$ cat src/rtl/router_fsm.sv
// Packet-level controller for the 1x3 router input path: decodes the header
// destination and sequences header/payload/parity loading into one of three FIFOs.
module router_fsm (
    input  logic       clock,
    input  logic       resetn,
    input  logic       pkt_valid,
    input  logic [1:0] data_in,
    input  logic       parity_done,
    input  logic       low_pkt_valid,
    input  logic       fifo_full,
    input  logic       fifo_empty_0,
    input  logic       fifo_empty_1,
    input  logic       fifo_empty_2,
    input  logic       soft_reset_0,
    input  logic       soft_reset_1,
    input  logic       soft_reset_2,
    output logic       detect_add,
    output logic       lfd_state,
    output logic       ld_state,
    output logic       laf_state,
    output logic       full_state,
    output logic       write_enb_reg,
    output logic       rst_int_reg,
    output logic       busy,
    output logic [2:0] state_out
);

    typedef enum logic [2:0] {
        DA  = 3'd0,
        LFD = 3'd1,
        LD  = 3'd2,
        LP  = 3'd3,
        FFS = 3'd4,
        LAF = 3'd5,
        WTE = 3'd6,
        CPE = 3'd7
    } state_t;

    state_t     state_q, state_d;
    logic [1:0] addr_q, addr_d;
    logic       sel_empty_s;
    logic       sel_soft_rst_s;
    logic       hdr_empty_s;

    // State and latched destination register
    always_ff @(posedge clock or negedge resetn) begin
        if (!resetn) begin
            state_q <= DA;
            addr_q  <= 2'b00;
        end else begin
            state_q <= state_d;
            addr_q  <= addr_d;
        end
    end

    // Per-port status muxes: latched address for later states, header bits in DA
    always_comb begin
        sel_empty_s    = 1'b0;
        sel_soft_rst_s = 1'b0;
        hdr_empty_s    = 1'b0;
        case (addr_q)
            2'b00:   begin sel_empty_s = fifo_empty_0; sel_soft_rst_s = soft_reset_0; end
            2'b01:   begin sel_empty_s = fifo_empty_1; sel_soft_rst_s = soft_reset_1; end
            2'b10:   begin sel_empty_s = fifo_empty_2; sel_soft_rst_s = soft_reset_2; end
            default: begin sel_empty_s = 1'b0;         sel_soft_rst_s = 1'b0;         end
        endcase
        case (data_in)
            2'b00:   hdr_empty_s = fifo_empty_0;
            2'b01:   hdr_empty_s = fifo_empty_1;
            2'b10:   hdr_empty_s = fifo_empty_2;
            default: hdr_empty_s = 1'b0;
        endcase
    end

    // Next-state logic; an addressed soft reset aborts any packet in flight
    always_comb begin
        state_d = state_q;
        addr_d  = addr_q;
        if ((state_q != DA) && sel_soft_rst_s) begin
            state_d = DA;
        end else begin
            case (state_q)
                DA: begin
                    if (pkt_valid && (data_in != 2'b11)) begin
                        addr_d  = data_in;
                        state_d = hdr_empty_s ? LFD : WTE;
                    end else begin
                        state_d = DA;
                    end
                end
                LFD: state_d = LD;
                LD: begin
                    if (fifo_full) begin
                        state_d = FFS;
                    end else if (!pkt_valid) begin
                        state_d = LP;
                    end else begin
                        state_d = LD;
                    end
                end
                FFS: state_d = fifo_full ? FFS : LAF;
                LAF: begin
                    if (parity_done) begin
                        state_d = DA;
                    end else if (low_pkt_valid) begin
                        state_d = LP;
                    end else begin
                        state_d = LD;
                    end
                end
                LP:  state_d = CPE;
                CPE: state_d = fifo_full ? FFS : DA;
                WTE: state_d = sel_empty_s ? LFD : WTE;
                default: state_d = DA;
            endcase
        end
    end

    assign detect_add    = (state_q == DA);
    assign lfd_state     = (state_q == LFD);
    assign ld_state      = (state_q == LD);
    assign laf_state     = (state_q == LAF);
    assign full_state    = (state_q == FFS);
    assign write_enb_reg = (state_q == LD) || (state_q == LP) || (state_q == LAF);
    assign rst_int_reg   = (state_q == CPE);
    assign busy          = !((state_q == DA) || (state_q == LD));
    assign state_out     = state_q;

endmodule

$ cat config.mk
export PLATFORM = sky130hd
export DESIGN_NAME = router_fsm
export DESIGN_NICKNAME = d
export VERILOG_FILES = /design/src/rtl/router_fsm.sv
export SDC_FILE = /design/constraint.sdc
export NUM_CORES = 1
export LEC_CHECK = 0
export ABC_AREA = 1
export BUFFER_PORTS_ARGS = -buffer_cell sky130_fd_sc_hd__buf_2
export CAP_MARGIN = 20
export CORE_AREA = 2 2 39 41
export CTS_CLUSTER_DIAMETER = 30
export DETAILED_ROUTE_END_ITERATION = 8
export DIE_AREA = 0 0 41 43
export PLACE_DENSITY = 0.67
export SETUP_SLACK_MARGIN = 0.3
export SYNTH_ARGS = -nofsm -noshare
export SYNTH_HDL_FRONTEND = slang
export SYNTH_SLANG_ARGS = --single-unit
$ cat constraint.sdc
create_clock -name clock -period 1.5 [get_ports clock]
set_input_delay 0.3 -clock clock [delete_from_list [all_inputs] [get_ports clock]]
set_output_delay 0.3 -clock clock [all_outputs]
set_load 0.005 [all_outputs]
==> Word-level counts from Yosys, hierarchy flattened <==
Cells that the tools add are included.
Widths: inputs -> output; s select.
{ "totals": {"reg_bits": 5, "out_inout_bits": 11} }
{ "classes": {"n_eq_ne": 12, "n_reduce_logical": 11, "n_mux": 14, "bitwise": 1} }
{ "op_table": {"columns": ["cell", "count"], "rows": [
  ["$pmux 3 s8", 1],
  ["$mux 3", 6],
  ["$eq 3x3->1 const B", 4],
  ["$pmux 1 s3", 3],
  ["$eq 3x2->1 const B", 2],
  ["$eq 2x1->1 const B", 2],
  ["$eq 2x2->1 const B", 2],
  ["$logic_not 2->1", 2],
  ["$eq 3x1->1 const B", 1],
  ["$logic_not 3->1", 1],
  ["$logic_or 1x1->1", 3],
  ["$mux 1", 3],
  ["$reduce_and 3->1", 1],
  ["$reduce_bool 3->1", 1],
  ["$logic_and 1x1->1", 2],
  ["$mux 2", 1],
  ["$ne 2x2->1 const B", 1],
  ["$logic_not 1->1", 1],
  ["$not 1->1", 1]
]} }

==> Depth between registers and ports, before layout <==
{ "logic_depth": {"depth_word": 6, "mapped_depth": 8, "depth_no_buf": 8} }

==> Least setup slack after synthesis <==
No wires, ideal clock.
{ "synth_timing": {"path_type": "flip-flop to output port", "startpoint": "register state_q[1] (netlist: state_out[1])", "endpoint": "output write_enb_reg", "slack_ps": 373, "arrival_ps": 827, "stages_incl_launch_ff": 6, "cell_sequence": "dfrtp_1 > inv_1 > nand2_2 > nor2_2 > inv_1 > nand2_1"} }
{ "synth_rtl": {"columns": ["item", "line", "rtl"], "rows": [
  ["from (decl)", "39", "state_t state_q, state_d;"],
  ["from (signal assigned)", "51", "state_q <= state_d;"],
  ["$eq 3x3->1", null, null],
  ["via laf_state", "20", "output logic laf_state,"],
  ["$logic_or 1x1->1", "124", "assign write_enb_reg = (state_q == LD) || (state_q == LP) || (state_q == LAF);"],
  ["to (decl)", "22", "output logic write_enb_reg,"]
]} }
The timed path passes the listed nets, and every way through them passes these cells.

==> Worst setup path after layout <==
{ "layout_timing": {"startpoint": "register state_q[1] (netlist: state_out[1])", "endpoint": "output write_enb_reg"} }
{ "layout_via": {"elab_chain_len": 3} }
{ "layout_lines": {"columns": ["item", "line"], "rows": [
  ["$eq 3x2->1", "124"],
  ["$logic_or 1x1->1", "124"],
  ["$logic_or 1x1->1 *", "124"]
]} }
Mark *: on every way between the ends. The rest lies on a longest branch, timed or not.

==> flow_summary.toml <==
[global_routing]
antenna_found_initial = 0
grtUsageTotal_pct = 17.7
overflow = 0
grt_max_degree = 8
grt_pass1_wl_um = 2100
grt_pass1_vias = 540

[timing]
tns_ns = 0
period_needed_ns = 1.42
max_slew_margin_pct = 88.0
final-hold-violation-count = 0
setup_viol = 0
rsz0062_at_grt = "yes"
period_share_pct = 94.8
clock_skew_ns = 0.00344
maxSlewViolCount = 0
max_freq_mhz = 703
worst_pin_slew_ns = 0.180

[drt]
drc = 0
wl_per_cell_um = 9.49
route.vias.total = 617
first_pass_iters = 4
wl_um = 1270
viasPerCell = 4.60
drt-initial-drc-count = 5
drtAntennaViolNets = 0

[setup_path]
path_class = "register to primary output"
cp.required_ns = 1.20
crit_fanout = 4
r2r_setup_slack_ns = 0.14
end_kind = "primary output"
start_kind = "register"
worst_ep_arrival_time_ns = 1.12

[run_status]
status = "finished, final reports clean"

[place]
hpwl_um = 982
post_dp_cell_area_um2 = 619
gp_congestion = 0.721
io_buffers = 24

[power]
irDropWorstVdd_mv = 1.20
powerDensity_nw_per_um2 = 1790
cellLeakagePower_nw = 0.427

[clock_network]
root_buffer = "clkbuf_4"
cts_tree = "built"
cts_num_sinks = 5
htreeDepth = 1
clock_latency_ns = 0.24
clock_path_buffers = 2
numCtsBuffers = 3
path_clk_slew_ns = 0.04

[layout]
nNetsFinal = 133
drive_gt1_share_pct = 46.6
diodes = 0
fill_cells = 156
area_growth_syn_to_layout_pct = 53.3
design_area_um2 = 752

[yosys]
synth_top_family_by_area = "simple AND/OR/NAND/NOR gates"
synth-compound-area-share_pct = 8.93
synth_warnings = 0
synthXorXnorAreaFrac_pct = 0
yosysSeqAreaShare_pct = 25.5
avgSynthCellArea_um2 = 6.06
ys_types = 17
ys_seq_elements = 5
synthAdderAreaFrac_pct = 0
postSynthCellCount = 81
muxShareOfSynthArea_pct = 0
syn_nets = 95
netlist_area_um2 = 490
synthSimpleGateAreaFrac_pct = 53.8

[floorplanning]
die_w_um = 41
io_pins = 25
initial_core_util_pct = 35.4
die_y_um = 43
die-area_um2 = 1760
coreArea_um2 = 1380
row_count = 14

[run]
drv_cap = 0

[worst_hold_path]
min_path_type = "primary input to register"
==> sequential cells by signal, summed over array words and instances (netlist names) <==
name	flops
state_out	3
addr_q	2
==> power breakdown <==
group | internal, mW | switching (mW) | total, mW
logic | 0.428 | 0.470 | 0.898
registers | 0.202 | 0.0994 | 0.301
clock network | 0.100 | 0.0498 | 0.150
==> worst paths after layout <==
kind                              startpoint             to  cells past startpoint
worst max-delay path            state_out[1]  write_enb_reg                      6
max in group asynchronous             resetn   state_out[1]                      2
min in group asynchronous             resetn   state_out[2]                      2
worst min register to register     addr_q[1]      addr_q[1]                      2
worst min-delay path              data_in[0]      addr_q[0]                      3
worst max register to register  state_out[0]   state_out[2]                      9
==> routing by layer <==
| layer | up-vias | global-route usage (%) | share of wire, % |
|---|---|---|---|
| li1 | 329 | - | - |
| met1 | 264 | 20.1 | 41 |
| met2 | 24 | 30.0 | 51 |
| met3 | 0 | 6.28 | 8.3 |
| met4 | 0 | 4.00 | 0 |
| met5 | - | 0 | 0 |
==> layout by cell type, fill, tap and decap left out <==
cell type / netlist / layout
nand2_2: 2 / 2
dlygate4sd3_1: 0 / 1
nand3_1: 14 / 14
inv_4: 0 / 1
o21ai_0: 3 / 2
dfrtp_2: 0 / 3
o21bai_1: 1 / 1
dfrtp_1: 5 / 2
buf_2: 0 / 24
a21boi_2: 1 / 1
nor2_1: 15 / 14
inv_6: 1 / 1
nor2_4: 1 / 2
a21oi_1: 1 / 1
nand2_4: 1 / 2
inv_2: 1 / 2
inv_1: 9 / 7
nand2_1: 19 / 18
clkbuf_4: 0 / 3
o21ai_1: 1 / 2
buf_6: 1 / 2
clkbuf_1: 0 / 1
buf_4: 0 / 7
nor2_2: 5 / 5
==> Yosys cell counts <==
cell	count	area (um2)
nand2_1	19	71.3
nor2_1	15	56.3
nand3_1	14	70.1
inv_1	9	33.8
dfrtp_1	5	125
nor2_2	5	31.3
o21ai_0	3	15.0
nand2_2	2	12.5
a21boi_2	1	11.3
a21oi_1	1	5.00
buf_6	1	11.3
inv_2	1	3.75
inv_6	1	8.76
nand2_4	1	11.3
nor2_4	1	11.3
o21ai_1	1	5.00
o21bai_1	1	7.51
==> cell families (layout without fill, tap and decap cells) <==
logic type             after synthesis  count (layout)
buffers and inverters               12              49
flip-flops                           5               5
AND/OR/NAND/NOR                     57              57
AO/OA/AOI/OAI                        7               7
==> worst max-delay path, stage by stage, from the launching register on <==
cell     delay (ns)
dfrtp_2        0.44
inv_4          0.09
nand2_4        0.06
nor2_4         0.12
inv_2          0.04
nand2_1        0.04
buf_2          0.10
==> cell type report <==
cell class | instances | area (um2) | area share (%)
clock buffers | 4 | 26.3 | 3.49
inverters | 11 | 48.8 | 6.49
multi-input cells | 64 | 323 | 42.9
flip-flops and latches | 5 | 129 | 17.1
repair buffers | 34 | 205 | 27.3
well taps | 16 | 20.0 | 2.66
==> timing repair <==
action                     CTS  global route
hold endpoints to repair     5             0
hold buffers                 1             0
pin swaps                    1             2
setup endpoints to repair   12            15
setup buffers                5             4
resized for setup            5             8
==> metrics by stage <==
step | hold WS, ns | utilization, % | worst slack [ns] | power (mW) | std cells
floorplan | 0.00441 | - | 0.373 | 0.776 | 81
global placement | 0.115 | 44.8 | 0.250 | 0.966 | 120
detailed placement | 0.117 | 44.8 | 0.215 | 0.974 | 120
CTS | 0.377 | 50.5 | 0.0695 | 1.24 | 130
global route | 0.402 | 54.3 | -0.00887 | 1.50 | 134
finish | 0.376 | 54.3 | 0.0775 | 1.35 | 134
Power figures use the tool's default switching activity.
